==> src/rtl/stack_buffer_if.sv <==
// Bus bundle for stack_buffer: producer/consumer strobes in, top-of-stack and status out.
// master = the side issuing push/pop/clr, slave = the stack itself.
interface stack_buffer_if #(
    parameter int B = 8,
    parameter int W = 2
);
    // push/pop/clr are single-cycle strobes sampled on the rising clock edge.
    // There is no ready/back-pressure: an illegal push (full) or pop (empty) is
    // dropped and recorded in the sticky overflow/underflow flags instead.
    logic         clr;
    logic         push;
    logic         pop;
    logic [B-1:0] w_data;
    logic [B-1:0] r_data;
    logic         empty;
    logic         full;
    logic         almost_full;
    logic [W:0]   count;
    logic         overflow;
    logic         underflow;
    logic [W:0]   max_count;

    modport master (
        output clr, push, pop, w_data,
        input  r_data, empty, full, almost_full, count, overflow, underflow, max_count
    );

    modport slave (
        input  clr, push, pop, w_data,
        output r_data, empty, full, almost_full, count, overflow, underflow, max_count
    );
endinterface

==> src/rtl/stack_buffer.sv <==
// Parametrised show-ahead LIFO with replace-top, sticky error flags and synchronous clear.
// Define STACK_WATERMARK_EN to build the max_count high-water-mark register.
module stack_buffer #(
    parameter int B        = 8,
    parameter int W        = 2,
    parameter int AF_LEVEL = 3
) (
    input  logic           clk,
    input  logic           reset_n,
    stack_buffer_if.slave  bus
);
    localparam int             D        = 2 ** W;
    localparam logic [W:0]     D_CNT    = (W+1)'(D);
    localparam logic [W:0]     AF_CNT   = (W+1)'(AF_LEVEL);
    localparam logic [W:0]     CNT_ONE  = (W+1)'(1);
    localparam logic [W-1:0]   ADDR_ONE = W'(1);

    logic [B-1:0] mem_q [D];
    logic [W:0]   count_q, count_d;
    logic         overflow_q, overflow_d;
    logic         underflow_q, underflow_d;
    logic         wr_en;
    logic [W-1:0] wr_addr;
    logic [W-1:0] top_addr;
    logic         is_empty, is_full;

    assign is_empty = (count_q == '0);
    assign is_full  = (count_q == D_CNT);
    // When count == D the low bits wrap to 0, so top_addr still lands on D-1.
    assign top_addr = count_q[W-1:0] - ADDR_ONE;

    always_comb begin
        count_d     = count_q;
        overflow_d  = overflow_q;
        underflow_d = underflow_q;
        wr_en       = 1'b0;
        wr_addr     = count_q[W-1:0];
        if (bus.clr) begin
            count_d     = '0;
            overflow_d  = 1'b0;
            underflow_d = 1'b0;
        end else begin
            case ({bus.push, bus.pop})
                2'b10: begin
                    if (!is_full) begin
                        wr_en   = 1'b1;
                        count_d = count_q + CNT_ONE;
                    end else begin
                        overflow_d = 1'b1;
                    end
                end
                2'b01: begin
                    if (!is_empty) begin
                        count_d = count_q - CNT_ONE;
                    end else begin
                        underflow_d = 1'b1;
                    end
                end
                2'b11: begin
                    wr_en = 1'b1;
                    if (!is_empty) begin
                        wr_addr = top_addr;
                    end else begin
                        count_d = CNT_ONE;
                    end
                end
                default: ;
            endcase
        end
    end

    always_ff @(posedge clk or negedge reset_n) begin
        if (!reset_n) begin
            count_q     <= '0;
            overflow_q  <= 1'b0;
            underflow_q <= 1'b0;
        end else begin
            count_q     <= count_d;
            overflow_q  <= overflow_d;
            underflow_q <= underflow_d;
        end
    end

    // Storage is deliberately not reset; emptiness is tracked by count alone.
    always_ff @(posedge clk) begin
        if (wr_en) begin
            mem_q[wr_addr] <= bus.w_data;
        end
    end

`ifdef STACK_WATERMARK_EN
    logic [W:0] max_q, max_d;

    always_comb begin
        max_d = max_q;
        if (bus.clr) begin
            max_d = '0;
        end else if (count_d > max_q) begin
            max_d = count_d;
        end
    end

    always_ff @(posedge clk or negedge reset_n) begin
        if (!reset_n) begin
            max_q <= '0;
        end else begin
            max_q <= max_d;
        end
    end

    assign bus.max_count = max_q;
`else
    assign bus.max_count = '0;
`endif

    assign bus.r_data      = is_empty ? '0 : mem_q[top_addr];
    assign bus.empty       = is_empty;
    assign bus.full        = is_full;
    assign bus.almost_full = (count_q >= AF_CNT);
    assign bus.count       = count_q;
    assign bus.overflow    = overflow_q;
    assign bus.underflow   = underflow_q;
endmodule

==> src/flat_wrapper.sv <==
// flat-port wrapper written by rule: the top's interface ports become plain ports
module stack_buffer_flat 
#(
    parameter int B        = 8,
    parameter int W        = 2,
    parameter int AF_LEVEL = 3
)
  (clk, reset_n, bus_clr, bus_push, bus_pop, bus_w_data, bus_r_data, bus_empty, bus_full, bus_almost_full, bus_count, bus_overflow, bus_underflow, bus_max_count);
  stack_buffer_if #(.B(B), .W(W)) bus_i ();
  input  logic clk;
  input  logic reset_n;
  input wire logic [$bits(bus_i.clr)-1:0] bus_clr;
  input wire logic [$bits(bus_i.push)-1:0] bus_push;
  input wire logic [$bits(bus_i.pop)-1:0] bus_pop;
  input wire logic [$bits(bus_i.w_data)-1:0] bus_w_data;
  output wire logic [$bits(bus_i.r_data)-1:0] bus_r_data;
  output wire logic [$bits(bus_i.empty)-1:0] bus_empty;
  output wire logic [$bits(bus_i.full)-1:0] bus_full;
  output wire logic [$bits(bus_i.almost_full)-1:0] bus_almost_full;
  output wire logic [$bits(bus_i.count)-1:0] bus_count;
  output wire logic [$bits(bus_i.overflow)-1:0] bus_overflow;
  output wire logic [$bits(bus_i.underflow)-1:0] bus_underflow;
  output wire logic [$bits(bus_i.max_count)-1:0] bus_max_count;
  assign bus_i.clr = bus_clr;
  assign bus_i.push = bus_push;
  assign bus_i.pop = bus_pop;
  assign bus_i.w_data = bus_w_data;
  assign bus_r_data = bus_i.r_data;
  assign bus_empty = bus_i.empty;
  assign bus_full = bus_i.full;
  assign bus_almost_full = bus_i.almost_full;
  assign bus_count = bus_i.count;
  assign bus_overflow = bus_i.overflow;
  assign bus_underflow = bus_i.underflow;
  assign bus_max_count = bus_i.max_count;
  stack_buffer #(.B(B), .W(W), .AF_LEVEL(AF_LEVEL)) u_core (.clk(clk), .reset_n(reset_n), .bus(bus_i));
endmodule
==> config.mk <==
export PLATFORM = sky130hd
export DESIGN_NAME = stack_buffer_flat
export DESIGN_NICKNAME = d
export VERILOG_FILES = /design/src/rtl/stack_buffer_if.sv /design/src/rtl/stack_buffer.sv /design/src/flat_wrapper.sv
export SDC_FILE = /design/constraint.sdc
export NUM_CORES = 1
export LEC_CHECK = 0
export CAP_MARGIN = 40
export CORE_AREA = 3 3 63 65
export DETAILED_ROUTE_END_ITERATION = 10
export DIE_AREA = 0 0 66 68
export PLACE_DENSITY = 0.77
export SETUP_SLACK_MARGIN = 0.15
export SYNTH_ARGS = -nofsm -noshare
export SYNTH_HDL_FRONTEND = slang
export SYNTH_SLANG_ARGS = --single-unit
==> constraint.sdc <==
create_clock -name clk -period 3.6 [get_ports clk]
set_input_delay 0.9 -clock clk [delete_from_list [all_inputs] [get_ports clk]]
set_output_delay 0.9 -clock clk [all_outputs]
set_load 0.02 [all_outputs]
### After elaboration in Yosys (flattened, before gate mapping)

Memories as Yosys holds them, arrays and structs flattened.
Index checks and enable logic that the tools add are counted.

| word-level totals | value |
|---|---|
| register bits | 5 |
| latch bits | 0 |
| memory bits (writable) | 32 |
| memory bits (read-only) | 0 |
| bits of input ports | 13 |
| output and inout bits | 19 |
| word-level logic and storage cells | 44 |
| memories kept | 1 |

| cells by class | value |
|---|---|
| add/sub/neg operators | 3 |
| multiply operators | 0 |
| divide/modulo/power cells | 0 |
| $lt $le $gt $ge | 1 |
| equal/unequal tests | 7 |
| shift-type cells | 0 |
| mux-type cells | 20 |
| bitwise logic cells | 0 |
| reduce and logical (&&, ||, !) cells | 9 |

Memories:

| memory | words | bits a word | rd ports | clocked after memory_dff | wr ports | RTL line | text |
|---|---|---|---|---|---|---|---|
| u_core.mem_q | 4 | 8 | 1 | 0 | 1 | stack_buffer.sv:18 | `logic [B-1:0] mem_q [D];` |

Operator list:

| kind | count |
|---|---|
| $mux W3 | 4 |
| $mux W1 | 10 |
| $pmux W3 S3 | 1 |
| $mux W8 | 1 |
| $reduce_bool A2 Y1 | 4 |
| $mux W2 | 3 |
| $ne A3 B3 Y1 const B | 2 |
| $eq A2 B2 Y1 const B | 2 |
| $reduce_and A2 Y1 | 2 |
| $reduce_and A4 Y1 | 1 |
| $reduce_bool A4 Y1 | 1 |
| $add A3 B1 Y3 const B | 1 |
| $eq A3 B3 Y1 const B | 1 |
| $ge A3 B2 Y1 const B | 1 |
| $logic_not A3 Y1 | 1 |
| $ne A3 B2 Y1 const B | 1 |
| $sub A3 B1 Y3 const B | 1 |
| $eq A2 B1 Y1 const B | 1 |
| $pmux W1 S2 | 1 |
| $sub A2 B1 Y2 const B | 1 |

### Depth between registers and ports, before layout

| depth | value |
|---|---|
| depth in word-level cells | 6 |
| mapped depth | 8 |
| depth with buffers taken out | 8 |

### Worst setup path after synthesis

Ideal clock, no wire load.

| timing path | value |
|---|---|
| kind | register to output |
| start | register u_core.count_q[0] (netlist: u_core.bus.count[0]) |
| end | output port bus_r_data[2] |
| data arrival time | 2.004 ns |
| required time | 2.700 ns |
| setup slack | 0.696 ns |
| stages on the path, launching flop included | 7 |
| path buffers | 2 |
| cell sequence | dfrtp_1 -> buf_6 -> inv_1 -> ha_1 -> clkbuf_1 -> mux4_2 -> nor2b_1 |

| on the way | value |
|---|---|
| cells in the longest elaborated chain, start to end | 3 |
| elaborated cells between the ends (all ways) | 4 |
| classes of those cells | add/sub (1); mux (1); reduce/logical (1); memory (1) |

Ends and longest elaborated chain:

| what | RTL line | text |
|---|---|---|
| start: declaration | stack_buffer.sv:19 | `logic [W:0] count_q, count_d;` |
| start signal: assignment | stack_buffer.sv:78 | `count_q <= count_d;` |
| $sub A2 B1 Y2 | stack_buffer.sv:30 | `assign top_addr = count_q[W-1:0] - ADDR_ONE;` |
| $mem_v2 Z4 W8 | - |  |
| $mux W8 (*) | stack_buffer.sv:116 | `assign bus.r_data = is_empty ? '0 : mem_q[top_addr];` |
| end: declaration | flat_wrapper.sv:16 | `output wire logic [$bits(bus_i.r_data)-1:0] bus_r_data;` |

Every way passes the cells marked *; elsewhere a longest branch is shown, timed or not.

### Worst setup path after layout

| timing path | value |
|---|---|
| start | register u_core.count_q[1] (netlist: u_core.bus.count[1]) |
| end | output port bus_r_data[2] |

Same word-level chain as after synthesis.

==> flow_summary.ini <==
[yosys]
yosysUniqueCellTypes = 33
synth-compound-area-share_pct = 6.22
yosys-top-cells-area = edfxtp_1 (54%), mux4_2 (7.6%), dfrtp_1 (7.1%)
synth_edf_count = 32
synthDominantCellAreaShare_pct = 54.3
synthXorXnorAreaFrac_pct = 1.48
synth_ff_type = edfxtp_1
synth_top_family_by_area = multiplexers
synthAdderAreaFrac_pct = 4.95
synth_warnings = 0
synth_simple_gate_area_share_pct = 8.69
synth_cells = 115
synthMuxAreaShare_pct = 12.6
syn_area_mm2 = 0.00177
synth-seq-cells = 37
yosysTopAreaCell = edfxtp_1
synthArstFlopShare_pct = 13.5
avgSynthCellArea_um2 = 15.4
ys_seq_area_share_pct = 61.3

[timing]
slew_headroom_pct = 65.0
period_share_pct = 90.0
maxSlewViolCount = 0
period_needed_ns = 3.24
finalSetupTns_ns = 0
fmax_mhz = 309
hold_viol = 0
timing.hold.ws_ns = 0.506
tightest_slew_ns = 0.523
skew_ns = 0.00837
rsz0062_at_grt = no
setup_viol = 0

[worst_setup_path]
worstPathRequired_ns = 2.70
rrSetupSlack_ns = 1.14
cp_max_fo = 10
crit_arrival_ns = 2.34
critPathCaptureType = output pin
critPathLaunch = u_core.bus.count[1]
crit_end = bus_r_data[2]
r2r_end = u_core.mem_q[3][2]
r2r-start = u_core.bus.count[1]
ff2ff_path_depth = 6
criticalPathCategory = register to output pin
critical_path.startpoint_type = register

[global_routing]
gr-total-overflow = 0
grt_pass1_wl_um = 5170
first_global_vias = 1029
antenna_found_initial = 0
grt_usage_pct = 16.0
grt_max_degree = 17

[cells_and_area]
antennaDiodeCount = 0
area_growth_pct = 22.5
finalNonFillerCells = 193
regArea_mm2 = 0.00109
drive_gt1_share_pct = 15.0
fillers = 245
final_nets = 167
multiInputGateArea_um2 = 624

[drt]
wl_um = 3320
route.detailed.drc = 0
firstDrtPassIters = 4
vias = 1030
ant_nets = 0
drt_iter0_markers = 58
drt-wirelength-per-cell_um = 17.2
via_per_inst = 5.34

[floorplan]
die_area_mm2 = 0.00449
design.core.area_mm2 = 0.00339
fp-row-count = 21
fp.dieW_um = 66
die_h_um = 68
start_util_pct = 52.2
io-pin-count = 32

[place]
io_buffers = 28
post-dp-hpwl_um = 2270
dpl.cell_count = 186
gp_congestion = 0.781

[clocking]
cts_tree = yes
clock_latency_ns = 0.33
cts.sinks = 37
cts_buffers = 5
post_cts_buffers = 0
hold_buffers = 0
htreeDepth = 2
cts.clk_slew.worst_paths_ns = 0.11
cts_buffer_depth = 2
root_buffer = clkbuf_4

[power]
peakVddDrop_v = 0.000294
powerDensity_mw_per_mm2 = 657
leakage_nw = 0.792

[status]
status = finished clean

[min_path]
hold_path_class = register to register

[job]
maxCapViolCount = 0
## kinds of logic after synthesis
| kind of cell | Yosys count |
|---|---|
| AO/OA/AOI/OAI | 16 |
| XOR/XNOR | 3 |
| adder cells (fa/ha/maj) | 7 |
| buffers and inverters | 14 |
| flip-flops | 37 |
| multiplexers | 11 |
| other | 1 |
| AND/OR/NAND/NOR | 26 |
## stage by stage
stage | utilization (%) | total power, W | setup WS (ns) | area (um^2)
after floorplan | - | 0.000924 | 0.696 | 1780
after detailed placement | 61.5 | 0.00115 | 0.376 | 2080
after global placement | 61.5 | 0.00114 | 0.479 | 2080
after global routing | 64.0 | 0.00151 | 0.236 | 2170
final | 64.0 | 0.00142 | 0.359 | 2170
after CTS | 63.7 | 0.00143 | 0.190 | 2160
## flip-flops by register name (all words and copies together) (netlist names)
signal and flops:
u_core.bus.overflow 1, u_core.mem_q 32, u_core.bus.count 3, u_core.bus.underflow 1
## critical path, stage by stage (launching register included)
cell,delay [ns]
dfrtp_1,0.46
inv_1,0.15
ha_4,0.37
mux4_2,0.31
nor2b_1,0.15
clkdlybuf4s50_1,0.57
## timing repair
item,in CTS,in global routing
pin swaps,0,0
endpoints found under the setup margin,5,2
hold endpoints to repair,0,0
gates resized for setup,1,1
## synth_stat cells (2+ instances only)
cell       n
a311o_1    2
mux4_1     2
xor2_1     2
and2_1     3
clkbuf_1   3
edfxtp_1  32
buf_6      2
nor2b_1    8
o21ai_0    3
dfrtp_1    5
a21oi_1    5
ha_1       7
inv_1      5
mux4_2     6
nand2_1    3
o21bai_1   2
nor2_1     6
buf_4      3
mux2i_1    2
## per-layer routing
metal	part of all wire, %	wire, um	GRT usage (%)	vias up
met5	0	0	0	-
met4	0.45	15	4.57	0
met3	4.4	146	4.43	2
met2	52	1710	27.0	24
met1	44	1440	20.4	515
li1	-	-	-	489
## report_power, final
group / internal (W) / total [W] / leakage, nW / switching (W)
logic: 0.000304 / 0.000617 / 0.394 / 0.000313
registers: 0.000512 / 0.000538 / 0.357 / 0.0000261
clock network: 0.000141 / 0.000270 / 0.0410 / 0.000129
## area by class of cell
type / instances / share of cell area [%]
Sequential cell: 37 / 50.1
Multi-Input combinational cell: 66 / 28.8
Timing Repair Buffer: 32 / 14.3
Tap cell: 46 / 2.65
Clock buffer: 5 / 1.73
Clock inverter: 2 / 1.61
Inverter: 5 / 0.865
## worst min-delay path by stage
stage,cells after the start,to,start
after floorplan,0,u_core.bus.count[0],reset_n
after global placement,2,u_core.bus.overflow,u_core.bus.overflow
after detailed placement,2,u_core.bus.overflow,u_core.bus.overflow
after CTS,2,u_core.bus.overflow,u_core.bus.overflow
after global routing,2,u_core.bus.overflow,u_core.bus.overflow
final,2,u_core.bus.overflow,u_core.bus.overflow
## placed cells by master (no fill, tap or decap)
master and n:
buf_4 4, mux2i_1 2, xor2_1 2, and3b_1 1, nor3b_1 1, o21bai_1 2, o32ai_2 1, a311o_1 2
clkbuf_4 5, a21oi_1 5, inv_1 5, nor2b_1 8, o21ai_1 1, xnor2_1 1, a22oi_1 1, o21ai_0 3
edfxtp_1 32, mux2_4 1, bufinv_16 1, mux4_1 2, mux4_2 6, conb_1 3, or3b_4 1, or4_1 1
nor2_1 6, ha_1 6, and2_1 3, nor2b_2 1, and2b_1 1, dfrtp_1 5, o22ai_1 1, nand2_1 3
clkinv_2 1, clkdlybuf4s50_1 28, ha_4 1
No activity file was read; power rests on OpenSTA's default activity.
